### config.mk
export PLATFORM = sky130hd
export DESIGN_NAME = if_id_queue
export DESIGN_NICKNAME = d
export VERILOG_FILES = /design/src/rtl/if_id_queue.sv
export SDC_FILE = /design/constraint.sdc
export NUM_CORES = 1
export LEC_CHECK = 0
export BUFFER_PORTS_ARGS = -buffer_cell sky130_fd_sc_hd__buf_2
export CAP_MARGIN = 25
export CORE_UTILIZATION = 45
export CTS_BUF_LIST = sky130_fd_sc_hd__clkbuf_8
export DETAILED_ROUTE_END_ITERATION = 8
export RECOVER_POWER = 50
export SLEW_MARGIN = 40
export SYNTH_ARGS = -nofsm -noshare
export SYNTH_HDL_FRONTEND = slang
export SYNTH_SLANG_ARGS = --single-unit
### constraint.sdc
create_clock -name clk -period 7.5 [get_ports clk]
set_clock_uncertainty 0.15 [all_clocks]
set_input_delay 0.375 -clock clk [delete_from_list [all_inputs] [get_ports clk]]
set_output_delay 0.375 -clock clk [all_outputs]
set_load 0.03 [all_outputs]
### src/rtl/if_id_queue.sv
// ----------------------------------------------------------------------------
// if_id_queue : circular {pc, inst} buffer between fetch and decode, 1-cycle flush
// Revision 1.0
// ----------------------------------------------------------------------------
`default_nettype none

module if_id_queue #(
  parameter int DEPTH = 4,
  parameter int PTR_W = 2
) (
  input  logic             clk,
  input  logic             rst,
  input  logic             if_valid_i,
  input  logic [31:0]      if_pc_i,
  input  logic [31:0]      if_inst_i,
  output logic             if_ready_o,
  input  logic             flush_i,
  input  logic             id_ready_i,
  output logic             id_valid_o,
  output logic [31:0]      id_pc_o,
  output logic [31:0]      id_inst_o,
  output logic [PTR_W:0]   count_o
);

  localparam logic [PTR_W:0]   C_DEPTH   = (PTR_W+1)'(DEPTH);
  localparam logic [PTR_W:0]   C_CNT_ONE = (PTR_W+1)'(1);
  localparam logic [PTR_W-1:0] C_PTR_ONE = PTR_W'(1);

  logic [31:0]      pc_mem_q   [DEPTH];
  logic [31:0]      pc_mem_d   [DEPTH];
  logic [31:0]      inst_mem_q [DEPTH];
  logic [31:0]      inst_mem_d [DEPTH];
  logic [PTR_W-1:0] wr_ptr_q, wr_ptr_d;
  logic [PTR_W-1:0] rd_ptr_q, rd_ptr_d;
  logic [PTR_W:0]   cnt_q, cnt_d;

  logic w_empty;
  logic w_full;
  logic w_push;
  logic w_pop;

  // Full is judged on registered occupancy only, so a same-cycle pop never frees a slot.
  assign w_empty = (cnt_q == '0);
  assign w_full  = (cnt_q == C_DEPTH);
  assign w_push  = if_valid_i & ~w_full & ~flush_i;
  assign w_pop   = id_ready_i & ~w_empty & ~flush_i;

  always_comb begin
    wr_ptr_d   = wr_ptr_q;
    rd_ptr_d   = rd_ptr_q;
    cnt_d      = cnt_q;
    pc_mem_d   = pc_mem_q;
    inst_mem_d = inst_mem_q;

    if (flush_i) begin
      wr_ptr_d = '0;
      rd_ptr_d = '0;
      cnt_d    = '0;
    end else begin
      if (w_push) begin
        pc_mem_d[wr_ptr_q]   = if_pc_i;
        inst_mem_d[wr_ptr_q] = if_inst_i;
        wr_ptr_d             = wr_ptr_q + C_PTR_ONE;
      end
      if (w_pop) begin
        rd_ptr_d = rd_ptr_q + C_PTR_ONE;
      end
      if (w_push && !w_pop) begin
        cnt_d = cnt_q + C_CNT_ONE;
      end else if (w_pop && !w_push) begin
        cnt_d = cnt_q - C_CNT_ONE;
      end
    end
  end

  always_ff @(posedge clk or posedge rst) begin
    if (rst) begin
      wr_ptr_q <= '0;
      rd_ptr_q <= '0;
      cnt_q    <= '0;
    end else begin
      wr_ptr_q <= wr_ptr_d;
      rd_ptr_q <= rd_ptr_d;
      cnt_q    <= cnt_d;
    end
  end

  // Payload storage is never reset; occupancy gating hides stale contents.
  always_ff @(posedge clk) begin
    pc_mem_q   <= pc_mem_d;
    inst_mem_q <= inst_mem_d;
  end

  assign if_ready_o = ~w_full;
  assign id_valid_o = ~w_empty;
  assign id_pc_o    = w_empty ? 32'h0 : pc_mem_q[rd_ptr_q];
  assign id_inst_o  = w_empty ? 32'h0 : inst_mem_q[rd_ptr_q];
  assign count_o    = cnt_q;

endmodule

`default_nettype wire

==> flow_metrics.tcl, run 1 <==
set metrics [dict create \
    status "finished, violations left" \
    violations "DRC" \
    antenna_found_initial 0 \
    slowest_delay_ns 0.87 \
    fin_crit_ns 3.626 \
    setup_viol 0 \
    cts-buffers-inserted 42 \
    grt_pass1_vias 5648 \
    cts.path.max_buffers 3 \
    area_delta_synth_final_pct 24.21 \
    power_density_mw_per_mm2 334.2 \
    ys_seq_area_share_pct 77.10 \
    syn-cell-area_mm2 0.01020 \
    syn_nets 542 \
    place_area_mm2 0.01134 \
    cts.sinks 263 \
    crit_path_top_delay_cell "dfrtp_4" \
    vias_per_cell 5.170 \
    grt_overflow 0 \
    clock_latency_ns 0.51 \
    vias 5227 \
    hold_path_class "in2reg" \
    cts_max_level 2 \
    wl_per_cell_um 19.30 \
    start_kind "register" \
    fin_nets 776 \
    drt-pass1-iter-count 7 \
    drt-initial-drc-count 301 \
    die_y_um 152.5 \
    syn_area_per_cell_um2 21.79 \
    finalMaxSlewViolations 0 \
    gp_congestion 0.6775 \
    drcViolationCount 11 \
    fin_setup_tns_ns 0 \
    grt.total_usage_pct 17.42 \
    layout_common_cells "edfxtp_1, buf_2, clkbuf_1, dlygate4sd3_1" \
    rows 54 \
    io_pins 138 \
    clkTransAtPathRegs_ns 0.06 \
    ir_drop_v 0.0002458 \
    max_slew.worst_pin.slew_ns 1.428 \
    fp.dieW_um 152.5 \
    postRouteAntennaNets 0 \
    worstPathCellList "buf_4 > mux4_2 > and2_1 > buf_2" \
    hold_viol 0 \
    start_util_pct 46.30 \
    grt_max_degree 66 \
    final_common_cell "edfxtp_1" \
    final_area_mm2 0.01267 \
    synth_cell_types 30 \
    syn-instance-count 468 \
    portBuffers 137 \
    fin_crit_sh_pct 48.35 \
    relSlewSlack_pct 4.743 \
    cp_max_fo 35 \
    wl_um 19520 \
    drv_cap 0 \
    crit_arrival_ns 3.10 \
    cts-root-buf "clkbuf_8" \
    critical_path_class "reg2out" \
    required_ns 6.97 \
    cts_tree "done" \
    diodes 0 \
    synth-warning-count 0 \
    die_area_mm2 0.02327 \
    leakagePower_nw 4.273 \
    fill_cells 1745 \
    layout-drive-gt1-share_pct 27.63 \
    rsz0062_at_grt "false" \
    synth_seq_cells 263 \
    end_kind "primary output" \
    core_mm2 0.02203 \
    fmax_mhz 275.8 \
    dp_hpwl_um 11300 \
    grt_pass1_wl_um 30660 \
    fin_total_pwr_mw 4.233 \
]
-- what timing repair did --
action / 4_1_cts / 5_1_grt
buffers inserted: 0 / 0
hold endpoints to repair: 267 / 0
hold buffers: 66 / 0
resized for setup: 0 / 0
-- cells in the mapped netlist, drive strengths merged --
| cell type | n | share of area, % |
|---|---|---|
| mux2i | 1 | 0.098 |
| nor3b | 2 | 0.15 |
| nor3 | 1 | 0.049 |
| nor4 | 1 | 0.061 |
| mux2 | 2 | 0.22 |
| a21oi | 2 | 0.098 |
| o21ai | 4 | 0.20 |
| ha | 4 | 0.49 |
| inv | 8 | 0.29 |
| a311o | 1 | 0.098 |
| nand2 | 1 | 0.037 |
| o311ai | 1 | 0.086 |
| nor2b | 1 | 0.061 |
| nand4 | 1 | 0.061 |
| fa | 1 | 0.20 |
| nor2 | 9 | 0.33 |
| o31ai | 1 | 0.074 |
| xor2 | 2 | 0.17 |
| o21a | 1 | 0.074 |
| edfxtp | 256 | 75 |
| buf | 14 | 0.99 |
| a221oi | 1 | 0.15 |
| mux4 | 64 | 14 |
| and2 | 68 | 4.2 |
| a31oi | 1 | 0.061 |
| clkbuf | 11 | 0.44 |
| dfrtp | 7 | 1.7 |
| nand3 | 2 | 0.098 |
-- logic make-up (layout without fill, tap and decap cells) --
| family | count (synthesis) | count (layout) | share of synthesized area (%) |
|---|---|---|---|
| flip-flops | 263 | 263 | 77.10 |
| buffers and inverters | 33 | 296 | 1.730 |
| adder cells (fa/ha/maj) | 5 | 5 | 0.6871 |
| multiplexers | 67 | 67 | 14.45 |
| XOR/XNOR | 2 | 2 | 0.1718 |
| AO/OA/AOI/OAI | 12 | 12 | 0.8344 |
| AND/OR/NAND/NOR | 86 | 86 | 5.018 |
-- registers in the layout, indices dropped and copies added (netlist names) --
signal      cells
pc_mem_q      128
rd_ptr_q        2
count_o         3
inst_mem_q    128
wr_ptr_q        2
-- layer usage --
metal | GRT usage [%] | up-vias | wire length, µm
met4 | 5.195 | 0 | 265
met3 | 3.811 | 23 | 1023
li1 | - | 2363 | -
met1 | 21.26 | 2694 | 7925
met5 | 0 | - | 0
met2 | 31.14 | 147 | 10300
-- stage by stage --
step / cells / hold WS, ns / util [%] / setup slack, ns
finish: 1011 / 0.04504 / 57.50 / 3.874
global route: 1011 / 0.05893 / 57.50 / 3.591
CTS: 1011 / 0.01577 / 57.95 / 3.706
detailed placement: 872 / 0.1696 / 51.51 / 4.280
global placement: 862 / 0.1707 / 50.49 / 4.318
floorplan: 468 / 0.02840 / - / 4.327
-- where the power goes --
| part | internal (mW) | total (mW) | switching, mW |
|---|---|---|---|
| registers | 1.70 | 1.78 | 0.0795 |
| logic | 0.518 | 1.35 | 0.828 |
| clock network | 0.591 | 1.11 | 0.519 |
| total | 2.81 | 4.23 | 1.43 |
-- worst paths after layout --
kind	depth (start not counted)	slack, ns	to	from
hold reg to reg	2	0.45	wr_ptr_q[0]	wr_ptr_q[0]
setup / recovery	4	3.87	id_pc_o[11]	rd_ptr_q[0]
min in group asynchronous	3	0.17	rd_ptr_q[0]	rst
setup reg to reg	4	4.53	pc_mem_q[99]	count_o[2]
hold / removal	3	0.05	wr_ptr_q[1]	if_valid_i
max in group asynchronous	3	6.79	rd_ptr_q[1]	rst
-- worst max-delay path: cells and delay by family, from the launching register on --
kind                   cells  cell delay (ns)
buffers and inverters      2             0.86
flip-flops                 1             0.87
AND/OR/NAND/NOR            1             0.19
multiplexers               1             0.60
-- final cells by class --
class	count	area, µm²	area share (%)
clock buffer	42	578.1	4.564
inverter	8	30.03	0.2371
multi-input combinational	172	2157	17.03
clock inverter	31	180.2	1.423
tap	280	350.3	2.766
timing repair buffer	215	1500	11.84
sequential	263	7870	62.14
Note: power is estimated with default switching activity, not from simulation.
==> run 2, diff against run 1 <==
Clock period 7.5 ns to 3.65 ns, I/O delays scaled along.
==> flow_metrics.tcl, run 2 (synthesis gave the netlist of run 1 again) <==
set metrics [dict create \
    grt_overflow 0 \
    max_slew.worst_pin.slew_ns 0.9157 \
    critical_path_class "reg2out" \
    die_y_um 152.5 \
    layout_common_cells "edfxtp_1, dlygate4sd3_1, buf_2, clkbuf_1" \
    setup_viol 0 \
    power_density_mw_per_mm2 689.0 \
    fmax_mhz 364.8 \
    rows 54 \
    cts_resized 0 \
    clock_latency_ns 0.52 \
    crit_start "rd_ptr_q[0]" \
    finalMaxSlewViolations 0 \
    cts-buffers-inserted 44 \
    hold_path_class "in2reg" \
    start_util_pct 46.30 \
    endpoint "id_pc_o[21]" \
    grt_pass1_vias 5820 \
    worstPathCellList "buf_4 > mux4_2 > and2_1 > buf_2" \
    io_pins 138 \
    required_ns 3.32 \
    wl_um 19570 \
    core_mm2 0.02203 \
    ir_drop_v 0.0007410 \
    cts_max_level 2 \
    wl_per_cell_um 19.26 \
    r2r_slack_ns 0.91 \
    fin_ws_ns 0.9084 \
    vias 5212 \
    final_common_cell "edfxtp_1" \
    status "finished, violations left" \
    drt-initial-drc-count 334 \
    grt.total_usage_pct 17.62 \
    rsz0062_at_grt "false" \
    crit_arrival_ns 2.41 \
    cts-root-buf "clkbuf_8" \
    fin_crit_sh_pct 75.11 \
    drt-pass1-iter-count 9 \
    worstRegToRegCells 4 \
    grt_max_degree 66 \
    drv_cap 0 \
    fin_nets 778 \
    violations "DRC" \
    worstReg2RegStart "count_o[2]" \
    r2r_end "inst_mem_q[13]" \
    fin_setup_tns_ns 0 \
    cts_tree "done" \
    crit_path_top_delay_cell "dfrtp_4" \
    gp_congestion 0.7662 \
    end_kind "primary output" \
    clkTransAtPathRegs_ns 0.06 \
    postRouteAntennaNets 0 \
    cts.sinks 263 \
    dp_hpwl_um 11120 \
    portBuffers 137 \
    vias_per_cell 5.130 \
    grt_pass1_wl_um 30990 \
    diodes 0 \
    cts.path.max_buffers 3 \
    hold_viol 0 \
    cp_max_fo 20 \
    leakagePower_nw 4.275 \
    area_delta_synth_final_pct 23.90 \
    fin_crit_ns 2.742 \
    fill_cells 1743 \
    relSlewSlack_pct 38.96 \
    fp.dieW_um 152.5 \
    start_kind "register" \
    drcViolationCount 2 \
    layout-drive-gt1-share_pct 27.58 \
    pre_cts_ws_ns 1.159 \
    slowest_delay_ns 0.55 \
    antenna_found_initial 0 \
    die_area_mm2 0.02327 \
]
[run 2: per-layer routing]
layer,vias to the layer above,track usage [%],routed length [µm]
li1,2362,-,-
met3,26,3.754,1013
met2,139,31.91,10240
met1,2685,21.04,7983
met5,-,0,0
met4,0,5.628,332
[run 2: how the worst min path moves through the flow]
| stage | cells after the start | from | to |
|---|---|---|---|
| floorplan | 1 | rst | count_o[0] |
| global placement | 2 | rst | count_o[0] |
| detailed placement | 2 | rst | count_o[0] |
| CTS | 2 | if_pc_i[30] | pc_mem_q[94] |
| global route | 2 | if_inst_i[25] | inst_mem_q[57] |
| finish | 2 | if_pc_i[26] | pc_mem_q[90] |
[run 2: area by class of cell]
type | count | area (µm²) | area share, %
clock buffer | 48 | 660.6 | 5.229
clock inverter | 30 | 122.6 | 0.9705
inverter | 8 | 30.03 | 0.2377
multi-input combinational | 172 | 2163 | 17.12
sequential | 263 | 7870 | 62.29
tap | 280 | 350.3 | 2.773
timing repair buffer | 215 | 1438 | 11.38
[run 2: repair_timing]
action | 4_1_cts | 5_1_grt
hold endpoints to repair | 270 | 0
setup endpoints to repair | 0 | 0
hold buffers | 70 | 0
setup buffers | 0 | 0
[run 2: worst max-delay path: cells and delay by family, from the launching register on]
| kind | cells | cell delay (ns) |
|---|---|---|
| mux | 1 | 0.55 |
| flops | 1 | 0.55 |
| buf+inv | 2 | 0.60 |
| simple gates | 1 | 0.18 |
[run 2: stage by stage]
step	util, %	cell area (µm²)	power [mW]	hold slack, ns	std cells
final	57.36	12630	8.705	0.3062	1016
after global routing	57.36	12630	9.121	0.2993	1016
after CTS	57.78	12730	8.865	0.2157	1016
after detailed placement	51.04	11240	6.506	-0.01498	868
after global placement	51.04	11240	6.461	-0.03290	868
after floorplan	-	10200	5.704	-0.1641	468
[run 2: report_power, final]
part	switching, mW	internal (mW)	total (mW)
clock	1.08	1.20	2.28
sequential	0.107	3.49	3.59
combinational	1.76	1.07	2.83
